$ cat config.mk
export PLATFORM = sky130hd
export DESIGN_NAME = compuertas_probador_flat
export DESIGN_NICKNAME = d
export VERILOG_FILES = /design/src/rtl/compuertas_pkg.sv /design/src/rtl/compuertas_probador_if.sv /design/src/rtl/compuertas_probador.sv /design/src/flat_wrapper.sv
export SDC_FILE = /design/constraint.sdc
export NUM_CORES = 1
export LEC_CHECK = 0
export CAP_MARGIN = 20
export CORE_UTILIZATION = 30
export CTS_BUF_LIST = sky130_fd_sc_hd__clkbuf_8
export CTS_CLUSTER_SIZE = 16
export DETAILED_ROUTE_END_ITERATION = 10
export SLEW_MARGIN = 20
export SYNTH_ARGS = -nofsm -noshare
export SYNTH_HDL_FRONTEND = slang
export SYNTH_SLANG_ARGS = --single-unit
$ cat constraint.sdc
create_clock -name reloj -period 2.7 [get_ports reloj]
set_input_delay 0.54 -clock reloj [delete_from_list [all_inputs] [get_ports reloj]]
set_output_delay 0.54 -clock reloj [all_outputs]
set_load 0.02 [all_outputs]
$ cat src/rtl/compuertas_pkg.sv
// rtl/compuertas_pkg.sv - shared types, gate bit positions and golden truth table for the gate prober
package compuertas_pkg;

  typedef enum logic [1:0] {
    REPOSO    = 2'd0,
    ESPERAR   = 2'd1,
    MUESTREAR = 2'd2,
    FIN       = 2'd3
  } estado_t;

  // Bit positions of each gate inside the 8-bit result bus
  localparam int BIT_AND  = 0;
  localparam int BIT_OR   = 1;
  localparam int BIT_XOR  = 2;
  localparam int BIT_NOT  = 3;
  localparam int BIT_NAND = 4;
  localparam int BIT_YES  = 5;
  localparam int BIT_NOR  = 6;
  localparam int BIT_XNOR = 7;

  // Expected outputs of a healthy gate unit; "not" follows operand A, "yes" follows operand B
  function automatic logic [7:0] golden(input logic a, input logic b);
    logic [7:0] g;
    g           = '0;
    g[BIT_AND]  = a & b;
    g[BIT_OR]   = a | b;
    g[BIT_XOR]  = a ^ b;
    g[BIT_NOT]  = ~a;
    g[BIT_NAND] = ~(a & b);
    g[BIT_YES]  = b;
    g[BIT_NOR]  = ~(a | b);
    g[BIT_XNOR] = ~(a ^ b);
    return g;
  endfunction

endpackage

$ cat src/rtl/compuertas_probador_if.sv
// rtl/compuertas_probador_if.sv - control, status and gate-unit bus between the prober and its environment
interface compuertas_probador_if;

  logic       iniciar;
  logic [7:0] resultados;
  logic       entrada1;
  logic       entrada2;
  logic       ocupado;
  logic       listo;
  logic       aprobado;
  logic [7:0] mascara_error;
  logic [3:0] vector_fallido;

  // Prober side: drives operands and status, receives start and gate results
  modport master (
    input  iniciar,
    input  resultados,
    output entrada1,
    output entrada2,
    output ocupado,
    output listo,
    output aprobado,
    output mascara_error,
    output vector_fallido
  );

  // Environment side: issues start, returns gate results, observes status
  modport slave (
    output iniciar,
    output resultados,
    input  entrada1,
    input  entrada2,
    input  ocupado,
    input  listo,
    input  aprobado,
    input  mascara_error,
    input  vector_fallido
  );

endinterface

$ cat src/rtl/compuertas_probador.sv
// rtl/compuertas_probador.sv - walks the four operand combinations through a gate unit and grades its outputs
module compuertas_probador
  import compuertas_pkg::*;
#(
  parameter int ESPERA = 1
) (
  input  logic                  reloj,
  input  logic                  reinicio_n,
  compuertas_probador_if.master bus
);

  if (ESPERA < 1 || ESPERA > 255) begin : g_espera_invalida
    $error("compuertas_probador: ESPERA must lie in 1..255");
  end

  localparam logic [7:0] CARGA = 8'(ESPERA - 1);

  estado_t    r_estado;
  estado_t    w_siguiente;
  logic [1:0] r_idx;
  logic [7:0] r_cnt;
  logic       r_e1;
  logic       r_e2;
  logic       r_aprobado;
  logic [7:0] r_mascara;
  logic [3:0] r_fallido;
  logic [7:0] w_diff;
  logic [1:0] w_idx_sig;
  logic       w_ocupado;
  logic       w_listo;

  // Results are only meaningful in MUESTREAR; elsewhere w_diff is ignored
  assign w_diff    = bus.resultados ^ golden(r_idx[1], r_idx[0]);
  assign w_idx_sig = r_idx + 2'd1;

  // State register
  always_ff @(posedge reloj or negedge reinicio_n) begin
    if (!reinicio_n) begin
      r_estado <= REPOSO;
    end else begin
      r_estado <= w_siguiente;
    end
  end

  // Next-state: settle for ESPERA cycles, sample once, repeat for four vectors, then one FIN cycle
  always_comb begin
    w_siguiente = r_estado;
    case (r_estado)
      REPOSO:    if (bus.iniciar) w_siguiente = ESPERAR;
      ESPERAR:   if (r_cnt == 8'd0) w_siguiente = MUESTREAR;
      MUESTREAR: w_siguiente = (r_idx == 2'd3) ? FIN : ESPERAR;
      FIN:       w_siguiente = REPOSO;
      default:   w_siguiente = REPOSO;
    endcase
  end

  // Status outputs decoded from the current state
  always_comb begin
    w_ocupado = 1'b0;
    w_listo   = 1'b0;
    case (r_estado)
      ESPERAR, MUESTREAR: w_ocupado = 1'b1;
      FIN: begin
        w_ocupado = 1'b1;
        w_listo   = 1'b1;
      end
      default: ;
    endcase
  end

  // Operand drive, settle counter and result accumulation
  always_ff @(posedge reloj or negedge reinicio_n) begin
    if (!reinicio_n) begin
      r_idx      <= 2'd0;
      r_cnt      <= 8'd0;
      r_e1       <= 1'b0;
      r_e2       <= 1'b0;
      r_aprobado <= 1'b0;
      r_mascara  <= 8'd0;
      r_fallido  <= 4'd0;
    end else begin
      case (r_estado)
        REPOSO: begin
          if (bus.iniciar) begin
            r_idx      <= 2'd0;
            r_cnt      <= CARGA;
            r_e1       <= 1'b0;
            r_e2       <= 1'b0;
            r_aprobado <= 1'b0;
            r_mascara  <= 8'd0;
            r_fallido  <= 4'd0;
          end
        end
        ESPERAR: begin
          if (r_cnt != 8'd0) r_cnt <= r_cnt - 8'd1;
        end
        MUESTREAR: begin
          r_mascara         <= r_mascara | w_diff;
          r_fallido[r_idx]  <= |w_diff;
          if (r_idx == 2'd3) begin
            // Grade on the mask including this last vector, so aprobado is valid alongside listo
            r_aprobado <= ((r_mascara | w_diff) == 8'd0);
          end else begin
            r_idx <= w_idx_sig;
            r_e1  <= w_idx_sig[1];
            r_e2  <= w_idx_sig[0];
            r_cnt <= CARGA;
          end
        end
        FIN: begin
          r_e1 <= 1'b0;
          r_e2 <= 1'b0;
        end
        default: ;
      endcase
    end
  end

  assign bus.entrada1       = r_e1;
  assign bus.entrada2       = r_e2;
  assign bus.ocupado        = w_ocupado;
  assign bus.listo          = w_listo;
  assign bus.aprobado       = r_aprobado;
  assign bus.mascara_error  = r_mascara;
  assign bus.vector_fallido = r_fallido;

endmodule

$ cat src/flat_wrapper.sv
// flat-port wrapper written by rule: the top's interface ports become plain ports
module compuertas_probador_flat import compuertas_pkg::*;
#(
  parameter int ESPERA = 1
)
  (reloj, reinicio_n, bus_iniciar, bus_resultados, bus_entrada1, bus_entrada2, bus_ocupado, bus_listo, bus_aprobado, bus_mascara_error, bus_vector_fallido);
  compuertas_probador_if bus_i ();
  input  logic reloj;
  input  logic reinicio_n;
  input wire logic [$bits(bus_i.iniciar)-1:0] bus_iniciar;
  input wire logic [$bits(bus_i.resultados)-1:0] bus_resultados;
  output wire logic [$bits(bus_i.entrada1)-1:0] bus_entrada1;
  output wire logic [$bits(bus_i.entrada2)-1:0] bus_entrada2;
  output wire logic [$bits(bus_i.ocupado)-1:0] bus_ocupado;
  output wire logic [$bits(bus_i.listo)-1:0] bus_listo;
  output wire logic [$bits(bus_i.aprobado)-1:0] bus_aprobado;
  output wire logic [$bits(bus_i.mascara_error)-1:0] bus_mascara_error;
  output wire logic [$bits(bus_i.vector_fallido)-1:0] bus_vector_fallido;
  assign bus_i.iniciar = bus_iniciar;
  assign bus_i.resultados = bus_resultados;
  assign bus_entrada1 = bus_i.entrada1;
  assign bus_entrada2 = bus_i.entrada2;
  assign bus_ocupado = bus_i.ocupado;
  assign bus_listo = bus_i.listo;
  assign bus_aprobado = bus_i.aprobado;
  assign bus_mascara_error = bus_i.mascara_error;
  assign bus_vector_fallido = bus_i.vector_fallido;
  compuertas_probador #(.ESPERA(ESPERA)) u_core (.reloj(reloj), .reinicio_n(reinicio_n), .bus(bus_i));
endmodule
* Yosys cells after proc, flatten, opt, wreduce, memory -nomap -nowiden
Cells that the tools add are included.
W data, S select, Z words.
** Word-level totals
- Register bits :: 27
- Input bits :: 11
- Output and inout bits :: 17
- Logic and storage cells :: 72
** Operators by class
- $add $sub $neg :: 2
- $lt $le $gt $ge :: 2
- Eq/ne operators :: 9
- Muxes and demuxes :: 26
- Bitwise operators :: 9
- Reduce and logical (&&, ||, !) cells :: 16
** Operator list (number)
- $mux W8 :: 3
- $pmux W8 S3 :: 1
- $logic_not A8 Y1 :: 2
- $pmux W8 S2 :: 1
- $mux W2 :: 5
- $reduce_and A3 Y1 :: 3
- $or A8 B8 Y8 :: 1
- $pmux W2 S4 :: 1
- $pmux W4 S2 :: 1
- $reduce_bool A8 Y1 :: 1
- $reduce_or A8 Y1 :: 1
- $sub A8 B1 Y8 const B :: 1
- $xor A8 B8 Y8 :: 1
- $mux W1 :: 7
- $eq A2 B2 Y1 const B :: 3
- $ne A2 B1 Y1 const B :: 3
- $pmux W1 S3 :: 2
- $reduce_bool A3 Y1 :: 2
- $bwmux W4 :: 1
- $mux W4 :: 1
- $ne A2 B2 Y1 const B :: 2
- $not A1 Y1 :: 4
- $pmux W2 S2 :: 1
- $reduce_and A2 Y1 :: 2
- 14 further kinds :: 14

* Depth between registers and ports, before layout
Gate-level depths: netlist of the first run.
- Word-level depth :: 7
- Gate-level depth with buffers :: 6
- Depth with buffers taken out :: 6

* Worst setup path after synthesis of the first run
OpenSTA, ideal clock, no wires.
- Path type :: register -> register
- Start :: reg u_core.r_idx[0]
- End :: reg u_core.r_fallido[0] (netlist: u_core.bus.vector_fallido[0])
- Setup time :: 0.122 ns
- Arrival :: 1.792 ns
- Data required time :: 2.578 ns
- Slack :: 0.786 ns
- Stages on the path, launching flop included :: 7
- Buffers on the path :: 0
- Clock period less this slack :: 1.914 ns
- Cell sequence :: dfrtp_1 -> inv_1 -> ha_1 -> xor2_1 -> nor4_1 -> nand4b_1 -> a32o_1
** On the way
- Longest elaborated chain between the ends :: 6
- Elaborated cells between the ends (all ways) :: 15
- Those cells by class :: order compare: 2; mux: 4; bitwise: 7; reduce/logical: 2
** RTL lines
- start, declared :: line compuertas_probador.sv:20 : logic [1:0] r_idx;
- start signal, assigned :: line compuertas_probador.sv:104 : r_idx <= w_idx_sig;
- $lt A2 B3 Y1 (implied by the code), or another cell as far along :: line compuertas_probador.sv:99 : r_fallido[r_idx] <= |w_diff;
- $logic_and A1 B1 Y1 (implied by the code), or another cell as far along :: line compuertas_probador.sv:99
- $mux W1 (implied by the code) / $xor A8 B8 Y8 (equally long branches) :: line compuertas_probador.sv:99, compuertas_probador.sv:33
- $demux W1 S2 / $reduce_or A8 Y1 (equally long branches)
- $bwmux W4 (*) :: line compuertas_probador.sv:99
- $pmux W4 S2 (*) :: line compuertas_probador.sv:82 : case (r_estado)
- end signal, assigned by index :: line compuertas_probador.sv:99
- end, declared :: line compuertas_probador.sv:26 : logic [3:0] r_fallido;
Mark *: on every way between the ends. The rest lies on a longest branch, timed or not.
A chain may end at the register's enable or synchronous reset.

* Final worst setup path of the first run
- Start :: reg u_core.r_estado[0]
- End :: out bus_listo
** On the way
- Longest elaborated chain between the ends :: 2
** RTL lines
- start, declared :: line compuertas_probador.sv:18 : estado_t r_estado;
- start signal, assigned :: line compuertas_probador.sv:41 : r_estado <= w_siguiente;
- $eq A2 B2 Y1 :: line compuertas_probador.sv:61 : case (r_estado)
- $mux W1 :: line compuertas_probador.sv:61
- end, declared :: line flat_wrapper.sv:15 : output wire logic [$bits(bus_i.listo)-1:0] bus_listo;
Every way passes these cells.

==> impl_results.md, run 1 <==
* # fillers at 452
* CTS tree: yes
* Flop pwr share at roughly a third
* VDD IR-drop max at 0.000535 V
* Class of the worst hold path: register to register
* Root Driver: clkbuf_8
* P_leak at roughly 0.79 nW
* IO buf count at 27
* Rel. slew slack at roughly 64%
* Share of synthesized registers carrying an async set or reset at 100%
* DRT Wirelength at 3320 µm
* Die height at 71.6 µm
* Number of I/O pins at 28
* Critical-path maximum fanout at 16
* Dominant cell type by area after synthesis: dfrtp_1
* FF+latch count, synth at 27
* Dominant synthesized flop cell: dfrtp_1
* Clock Sinks at 27
* Number of gates resized after cts at 0
* Final setup fails at 0
* Share of layout cells above drive strength 1 at 5.95%
* Post-route clock period utilization at 94.3%
* Sw power at roughly 0.97 mW
* Die ar. at around 5000 µm²
* Status: complete, no violations
* Post-route setup slack at 0.153 ns
* Final Wtd Congestion at 0.752
* Die width at 71.6 µm
* Number of flops mapped to enable cells by yosys at 0
* FP Rows at 24
* Yosys cell types at 32
* CTS HTree Levels at 1
* Num CTS Buffers at 3
* Clock transition at path regs at 0.09 ns
* Mapped cell area at between 1000 and 1500 µm²
* Clock group share of total power at about a tenth
* Syn avg cell area at slightly above 9 µm²
* WHS at 0.508 ns
* Final Max Tran Viols at 0
* Power per cell area at 1180 nW/µm²
* Placeable Area at 4500 µm²
* Vias in the first global route at 1183
* Total grt overflow at 0
* First-pass DRT Iterations at 4
* Register area share after synthesis at 46.4%
* Pin count of the biggest net entering global routing at 28
* Routed WL per cell at 14.0 µm
* Final hold vios at 0
* Post-route DRC violation count at 0
* Syn-to-layout area delta at 26.1%
* Max cap viols at 0
* Initial antenna violation count at 0
* Layout Nets at 203
* Yosys warns at 0
* Crit path kind: register to output port
* Diodes inserted at 0
* Number of instances in the placed design at 233
* Clk_lat worst skew at between 0.2 and 0.3 ns
* Least-Margin Pin Slew at 0.540 ns
* Clock buffer depth at 2
* Pre-CTS setup slack at roughly 0.47 ns
* Unrepaired setup endpoints after global routing: false
* Gate power share at a little over half
* Antenna Nets Post-Route at 0
* Dominant cells by area after synthesis: dfrtp_1, a21oi_1, nand2_1, ha_1, nor2_1
* Synthesized net count at 173
* Post-DP HPWL at 2410 µm
* Worst endpoint required time at 2.16 ns
* Sw Ratio at between 40 and 50%
* Post-cts hold buffer count at 0
* Startpoint Class: register
* Final std cells w/o fill at 237
* Total global-route track usage at between 10 and 15%
* Top cell type's share of synthesized area at 46.4%
* Critical path capture point type: output port
* Clock Skews at 0.00389 ns
* Pint at 1.20 mW
* Starting density of the core at 32.3%
* Overall Power at between 2 and 2.5 mW
* Fmax at 0.393 GHz
* Routed vias at 1216
* Crit path DAT at 2.01 ns
* Postcts setup bufs at 0
* First-pass GRT wire length at between 5000 and 6000 µm
* Synth Instances at ~160
* Setup TNS at 0 ns
* Min Tclk post-route at approximately 2.5 ns
* Via density at 5.13
* Iter 0 DRT Violations at between 90 and 100
[cell families (layout without fill, tap and decap cells)]
kind of cell    count (synthesis)  after routing  synth area share (%)
flops                          27             27                  46.4
simple gates                   56             56                  18.7
xor+xnor                        9              9                  5.42
buf+inv                        12             41                  3.18
compound gates                 41             41                  17.6
mux                             5              5                  3.53
fa+ha+maj                       6              6                  5.16
[placed cells by master, fill, tap and decap left out, types with 2 or more instances in the layout]
cell	synthesis	layout
a21oi_1	16	16
a22o_1	2	2
a32o_1	4	4
buf_4	0	2
clkbuf_8	0	3
clkdlybuf4s50_1	0	27
dfrtp_1	27	27
ha_1	6	6
inv_1	7	8
mux2i_1	4	4
nand2_1	21	21
nand2b_1	3	3
nand3_1	2	2
nor2_1	17	17
nor4_1	5	5
o21ai_0	11	11
o22ai_1	3	3
o31ai_1	2	2
xnor2_1	5	5
xor2_1	4	4
[routing by layer]
metal | track usage [%] | up-vias | part of all wire (%)
li1 | - | 615 | -
met5 | 0 | - | 0
met2 | 20.8 | 22 | 44
met4 | 5.66 | 0 | 1.1
met1 | 21.5 | 577 | 52
met3 | 2.11 | 2 | 2.9
[area by class of cell]
class / count / area (µm²) / area share, %
Clock buffer: 3 / 41.3 / 2.25
Timing Repair Buffer: 29 / 285 / 15.6
Inverter: 8 / 30.0 / 1.64
Multi-Input combinational cell: 117 / 733 / 40.0
Sequential cell: 27 / 676 / 36.8
Clock inverter: 1 / 3.75 / 0.205
Tap cell: 52 / 65.1 / 3.55
[stage by stage]
| step | utilization, % | instance area, µm² |
|---|---|---|
| floorplan | - | 1460 |
| global placement | 39.7 | 1790 |
| detailed placement | 39.7 | 1790 |
| CTS | 40.7 | 1830 |
| global route | 40.7 | 1830 |
| finish | 40.7 | 1830 |
[worst max-delay path: stages, from the launching register on]
cell and delay [ns]:
dfrtp_1 0.66, inv_1 0.27, nor2_1 0.19, clkdlybuf4s50_1 0.62
[synthesized netlist by cell type, types with 2 or more instances]
cell / n
nand2b_1: 3
nand3_1: 2
o31ai_1: 2
o22ai_1: 3
ha_1: 6
clkbuf_1: 3
nor2_1: 17
o21ai_0: 11
a32o_1: 4
mux2i_1: 4
nor4_1: 5
a22o_1: 2
a21oi_1: 16
xnor2_1: 5
xor2_1: 4
dfrtp_1: 27
inv_1: 7
nand2_1: 21
[power groups by stage]
stage | clock network (mW) | logic [mW] | registers [mW]
2_1_floorplan | 0 | 0.705 | 0.821
3_3_place_gp | 0 | 1.19 | 0.756
3_5_place_dp | 0 | 1.18 | 0.762
4_1_cts | 0.236 | 1.19 | 0.755
5_1_grt | 0.252 | 1.32 | 0.789
6_report | 0.228 | 1.19 | 0.753
[sequential cells by signal, indices dropped and copies added, names as in the netlist]
signal and flops:
u_core.r_cnt 8, u_core.bus.vector_fallido 4, u_core.bus.mascara_error 8, u_core.bus.aprobado 1
u_core.bus.entrada1 1, u_core.r_estado 2, u_core.r_idx 2, u_core.bus.entrada2 1
[worst paths after layout]
kind | start | cells after the start | end | slack (ns)
max in group asynchronous | reinicio_n | 2 | u_core.r_cnt[0]$_DFFE_PN0P_ | 1.80
max | u_core.r_estado[0]$_DFFE_PN0P_ | 3 | bus_listo | 0.15
min reg2reg | u_core.bus.vector_fallido[0]$_DFFE_PN0P_ | 1 | u_core.bus.vector_fallido[0]$_DFFE_PN0P_ | 0.51
max reg2reg | u_core.r_idx[0]$_DFFE_PN0P_ | 6 | u_core.bus.vector_fallido[1]$_DFFE_PN0P_ | 0.53
min in group asynchronous | reinicio_n | 2 | u_core.r_cnt[5]$_DFFE_PN0P_ | 0.64
min | u_core.bus.vector_fallido[0]$_DFFE_PN0P_ | 1 | u_core.bus.vector_fallido[0]$_DFFE_PN0P_ | 0.51
No activity file was read; power rests on OpenSTA's default activity.
==> run 2: changes to the inputs <==
--- a/config.mk
+++ b/config.mk
@@ -10,6 +10,7 @@
 export CTS_BUF_LIST = sky130_fd_sc_hd__clkbuf_8
 export CTS_CLUSTER_SIZE = 16
 export DETAILED_ROUTE_END_ITERATION = 10
+export HOLD_SLACK_MARGIN = 0.06
 export SLEW_MARGIN = 20
 export SYNTH_ARGS = -nofsm -noshare
 export SYNTH_HDL_FRONTEND = slang
==> results of run 2 <==
Same layout as run 1: the final DEF is identical, and so are final timing and power.
